`config.mk`:
```
export PLATFORM = sky130hd
export DESIGN_NAME = light_sequencer_flat
export DESIGN_NICKNAME = d
export VERILOG_FILES = /design/src/rtl/light_sequencer_if.sv /design/src/rtl/light_sequencer.sv /design/src/flat_wrapper.sv
export SDC_FILE = /design/constraint.sdc
export NUM_CORES = 1
export LEC_CHECK = 0
export CAP_MARGIN = 15
export CORE_AREA = 10 10 47 49
export CTS_CLUSTER_DIAMETER = 50
export CTS_CLUSTER_SIZE = 14
export DETAILED_ROUTE_END_ITERATION = 8
export DIE_AREA = 0 0 57 59
export GPL_ROUTABILITY_DRIVEN = 0
export PLACE_DENSITY = 0.75
export SYNTH_ARGS = -nofsm -noshare
export SYNTH_HDL_FRONTEND = slang
export SYNTH_SLANG_ARGS = --single-unit
```
`constraint.sdc`:
```
create_clock -name clk -period 1.8 [get_ports clk]
set_input_delay 0.36 -clock clk [delete_from_list [all_inputs] [get_ports clk]]
set_output_delay 0.36 -clock clk [all_outputs]
set_load 0.1 [all_outputs]
```
`src/rtl/light_sequencer_if.sv`:
```
// Control/lamp bundle for light_sequencer: requests in, registered lamp drive and status out.
interface light_sequencer_if #(
  parameter int WIDTH = 3
);
  logic             enable;
  logic             dir;
  logic             hazard;
  logic [WIDTH-1:0] lamps;
  logic             busy;
  logic             done;

  modport master (output enable, dir, hazard, input lamps, busy, done);
  modport slave  (input enable, dir, hazard, output lamps, busy, done);
endinterface

```
`src/rtl/light_sequencer.sv`:
```
// Thermometer-fill lamp sweeper with programmable step period, direction and hazard blink.
//
// state   | meaning
// IDLE    | lamps dark, waiting for enable or hazard
// FILL    | k lamps lit, growing one lamp per DIV cycles
// BLANK   | all dark for DIV cycles after the full pattern
// HAZ_ON  | hazard blink, all lamps lit
// HAZ_OFF | hazard blink, all lamps dark
module light_sequencer #(
  parameter int WIDTH = 3,
  parameter int DIV   = 1
) (
  input logic              clk,
  input logic              reset,
  light_sequencer_if.slave bus
);
  localparam int CW = (DIV > 1) ? $clog2(DIV) : 1;
  localparam int KW = $clog2(WIDTH + 1);
  localparam logic [CW-1:0] CNT_LAST = CW'(DIV - 1);
  localparam logic [KW-1:0] K_FULL   = KW'(WIDTH);

  typedef enum logic [2:0] {IDLE, FILL, BLANK, HAZ_ON, HAZ_OFF} state_t;

  state_t           state_q, state_d;
  logic [CW-1:0]    cnt_q, cnt_d;
  logic [KW-1:0]    k_q, k_d;
  logic             dir_q, dir_d;
  logic [WIDTH-1:0] lamps_q, lamps_d;
  logic             busy_q, busy_d;
  logic             done_q, done_d;
  logic             tick;

  function automatic logic [WIDTH-1:0] fill_pattern(input logic [KW-1:0] n, input logic down);
    logic [WIDTH-1:0] pat;
    for (int i = 0; i < WIDTH; i++)
      pat[i] = down ? (i >= WIDTH - int'(n)) : (i < int'(n));
    return pat;
  endfunction

  assign tick = (cnt_q == CNT_LAST);

  always_comb begin
    state_d = state_q;
    k_d     = k_q;
    dir_d   = dir_q;
    done_d  = 1'b0;
    cnt_d   = (state_q == IDLE || tick) ? '0 : cnt_q + CW'(1);
    case (state_q)
      IDLE: begin
        if (bus.hazard) begin
          state_d = HAZ_ON;
        end else if (bus.enable) begin
          state_d = FILL;
          k_d     = KW'(1);
          dir_d   = bus.dir;
        end
      end
      FILL: begin
        if (bus.hazard) begin
          state_d = HAZ_ON;
          cnt_d   = '0;
        end else if (tick) begin
          if (k_q < K_FULL) k_d = k_q + KW'(1);
          else              state_d = BLANK;
        end
      end
      BLANK: begin
        if (bus.hazard) begin
          state_d = HAZ_ON;
          cnt_d   = '0;
        end else if (tick) begin
          done_d = 1'b1;
          if (bus.enable) begin
            state_d = FILL;
            k_d     = KW'(1);
            dir_d   = bus.dir;
          end else begin
            state_d = IDLE;
          end
        end
      end
      HAZ_ON: begin
        if (!bus.hazard) state_d = IDLE;
        else if (tick)   state_d = HAZ_OFF;
      end
      HAZ_OFF: begin
        if (!bus.hazard) state_d = IDLE;
        else if (tick)   state_d = HAZ_ON;
      end
      default: state_d = IDLE;
    endcase

    // Outputs are decoded from the next state so they register alongside it.
    case (state_d)
      FILL:    lamps_d = fill_pattern(k_d, dir_d);
      HAZ_ON:  lamps_d = '1;
      default: lamps_d = '0;
    endcase
    busy_d = (state_d != IDLE);
  end

  always_ff @(posedge clk or negedge reset) begin
    if (!reset) begin
      state_q <= IDLE;
      cnt_q   <= '0;
      k_q     <= '0;
      dir_q   <= 1'b0;
      lamps_q <= '0;
      busy_q  <= 1'b0;
      done_q  <= 1'b0;
    end else begin
      state_q <= state_d;
      cnt_q   <= cnt_d;
      k_q     <= k_d;
      dir_q   <= dir_d;
      lamps_q <= lamps_d;
      busy_q  <= busy_d;
      done_q  <= done_d;
    end
  end

  assign bus.lamps = lamps_q;
  assign bus.busy  = busy_q;
  assign bus.done  = done_q;
endmodule

```
`src/flat_wrapper.sv`:
```
// flat-port wrapper written by rule: the top's interface ports become plain ports
module light_sequencer_flat 
#(
  parameter int WIDTH = 3,
  parameter int DIV   = 1
)
  (clk, reset, bus_enable, bus_dir, bus_hazard, bus_lamps, bus_busy, bus_done);
  light_sequencer_if #(.WIDTH(WIDTH)) bus_i ();
  input logic clk;
  input logic reset;
  input wire logic [$bits(bus_i.enable)-1:0] bus_enable;
  input wire logic [$bits(bus_i.dir)-1:0] bus_dir;
  input wire logic [$bits(bus_i.hazard)-1:0] bus_hazard;
  output wire logic [$bits(bus_i.lamps)-1:0] bus_lamps;
  output wire logic [$bits(bus_i.busy)-1:0] bus_busy;
  output wire logic [$bits(bus_i.done)-1:0] bus_done;
  assign bus_i.enable = bus_enable;
  assign bus_i.dir = bus_dir;
  assign bus_i.hazard = bus_hazard;
  assign bus_lamps = bus_i.lamps;
  assign bus_busy = bus_i.busy;
  assign bus_done = bus_i.done;
  light_sequencer #(.WIDTH(WIDTH), .DIV(DIV)) u_core (.clk(clk), .reset(reset), .bus(bus_i));
endmodule
```
==> results.md <==
* Later-pin clock latency in the skew report at 270 ps
* Crit start category: input pin
* Total wire length at 1.37 mm
* Max stage delay on crit path at 440 ps
* CP Max Fanout at 3
* RSZ-0062 raised after global routing: no
* Worst Setup Path Type: input pin to flip-flop
* Capturing point of the worst reg2reg path: u_core.bus.lamps[0]$_DFF_PN0_
* Initial antenna violation count at 0
* Core Rows at 14
* Share of cells above drive strength 1 at 36.5%
* Fillers at 121
* Die width at 57 um
* Fin. Hold Viols at 0
* Number of max-cap violations at 0
* Relative slew slack at 65.2%
* Commonest cells after routing, fill and taps aside: dfrtp_1, buf_12, buf_4, o21ai_1
* Vias in the first global route at 512
* Die Area at 3360 sq um
* Total track usage at 8.79%
* CP endpoint kind: flip-flop
* CP Depth at 6
* WP buf/inv at 1
* Post-synthesis sequential area ratio at 46.9%
* P_leak at 0.380 nW
* Area of the core at 1400 sq um
* Final setup TNS at 0 ps
* Clock Tree Buf Depth at 2
* Minimum clock period at 1680 ps
* Via count at 485
* I/O Pins at 10
* Mapped cell area at 641 sq um
* Post-DRT Antenna Nets at 0
* FF+latch count, synth at 12
* Final hold slack at 434 ps
* P per Cell Area at 2040 nW/um^2
* Status: complete, no violations
* Post-Syn Instances at 58
* Synth warn at 0
* Largest net degree at the start of global routing at 13
* Area Growth Syn to Fin at 34.6%
* Number of setup violations in the final report at 0
* R2r startpoint: u_core.cnt_q$_DFF_PN0_
* Family with the most delay on the worst path: buffers and inverters
* Area leader, netlist: dfrtp_1
* Yosys top cell area share at 46.9%
* Initial Util at 45.7%
* Commonest non-fill, non-tap cell in the layout: dfrtp_1
* Grt ovf at 0
* # H-tree levels at 1
* CP required at 2000 ps
* Worst-path clk slew at 70 ps
* CTS root buf: clkbuf_4
* Post-synthesis mux area share at 2.34%
* Max Freq at 0.594 GHz
* Post-Synth Simple-Gate Area at 18.6%
* Diodes inserted at 0
* DRC viols at 0
* Max-slew violations at 0
* Critical path's slowest cell: clkdlybuf4s50_1
* NumNets Final at 80
* CTS Buf Count at 3
* Crit path cell chain: clkdlybuf4s50_1, a21boi_2, nor4b_4, mux2_4, o21bai_1, a21oi_2
* Adder-cell share of the synthesized area at 0%
* PnR Total Power at 0.00176 W
* XOR/XNOR Fraction of Synth Area at 0%
* Via density at 5.39
* Final period utilization at 93.6%
* Worst-Margin Slew at 520 ps
* R2R depth at 5
* WP data arrival at 1890 ps
* Synth Area in Compound Gates at 27.3%
* Worst clock skew at 3.02 ps
* Syn Nets at 63
* HPWL after detailed placement at 1.06 mm
* Synth unique cells at 33
* Largest family of logic cells by synthesized area: compound AO/OA/AOI/OAI gates
* Flop-to-flop setup slack at 160 ps
* Clock sinks at 12
* Drt wl/cell at 15.2 um
* DRT Pass-1 Iters at 4
* Synth top area cells: dfrtp_1, a21oi_2, nor4b_4, a22oi_1, o21ai_1
* Worst vdd ir at 1.22 mV
* Port Buffers at 9
* Initial DRC Count at 5
* HP Class: input pin to asynchronous set/reset pin
* Die Height at 59 um
* TritonCTS clock tree: done
* Syn avg cell area at 11.0 sq um
* Global-route wire length before repair at 2.37 mm
[per-stage QoR]
stage / setup WS, ps / util, % / instance area [sq um] / std cells
2_1_floorplan: 239 / - / 641 / 58
3_3_place_gp: -145 / 57.6 / 807 / 84
3_5_place_dp: -212 / 57.6 / 807 / 84
4_1_cts: 66.4 / 60.2 / 843 / 88
5_1_grt: 17.1 / 61.5 / 862 / 90
6_report: 116 / 61.5 / 862 / 90
[repair_timing]
| item | in CTS | in global routing |
|---|---|---|
| endpoints found under the setup margin | 0 | 2 |
| hold buffers | 0 | 0 |
| resized for setup | 0 | 2 |
| setup buffers | 0 | 2 |
[cell type report]
class	instances	area [sq um]	area share [%]
multi-input cells	41	313	36.3
flip-flops and latches	12	302	35.0
repair buffers	14	180	20.9
clock buffers	4	36.3	4.21
well taps	16	20.0	2.32
inverters	3	11.3	1.31
[cells in the mapped netlist (all sizes together)]
| library cell | number |
|---|---|
| and3b | 1 |
| nand2 | 2 |
| and3 | 1 |
| nand2b | 1 |
| nor2b | 2 |
| o21a | 1 |
| nor3b | 1 |
| a22oi | 3 |
| nor2 | 4 |
| a22o | 1 |
| o211ai | 2 |
| or4 | 1 |
| a31oi | 2 |
| dfrtp | 12 |
| nor4b | 2 |
| conb | 1 |
| inv | 3 |
| o21ai | 6 |
| a21oi | 5 |
| mux2 | 1 |
| o22ai | 1 |
| buf | 2 |
| or2b | 1 |
| o21bai | 1 |
| a21boi | 1 |
[cell families (layout without fill, tap and decap cells)]
logic type / Yosys count / after routing
AO/OA/AOI/OAI: 23 / 23
other: 1 / 1
AND/OR/NAND/NOR: 16 / 16
multiplexers: 1 / 1
buffers and inverters: 5 / 21
flip-flops: 12 / 12
[sequential cells by signal (all words and copies together), names as in the netlist]
| register | flops |
|---|---|
| u_core.state_q | 3 |
| u_core.bus.busy | 1 |
| u_core.bus.done | 1 |
| u_core.cnt_q | 1 |
| u_core.dir_q | 1 |
| u_core.k_q | 2 |
| u_core.bus.lamps | 3 |
[worst max path at each step]
| stage | to | slack (ps) | startpoint |
|---|---|---|---|
| global route | u_core.bus.lamps[0]$_DFF_PN0_ | 20 | bus_enable |
| CTS | u_core.bus.lamps[0]$_DFF_PN0_ | 70 | bus_hazard |
| finish | u_core.bus.lamps[0]$_DFF_PN0_ | 120 | bus_enable |
| global placement | u_core.bus.lamps[0]$_DFF_PN0_ | -150 | bus_hazard |
| floorplan | u_core.bus.lamps[0]$_DFF_PN0_ | 240 | u_core.cnt_q$_DFF_PN0_ |
| detailed placement | u_core.bus.lamps[0]$_DFF_PN0_ | -210 | bus_hazard |
[layer usage]
metal,GRT usage (%),up-vias,routed length (um)
met4,5.03,0,6
met3,3.22,2,73
met2,13.3,9,650
li1,-,243,-
met1,10.4,231,636
met5,0,-,0
[power breakdown]
part / internal [W] / leakage, nW / switching [W]
clock network: 0.000123 / 0.0210 / 0.0000839
logic: 0.000415 / 0.213 / 0.000601
registers: 0.000380 / 0.146 / 0.000155
total: 0.000918 / 0.380 / 0.000840
(Power assumes the default switching activity.)
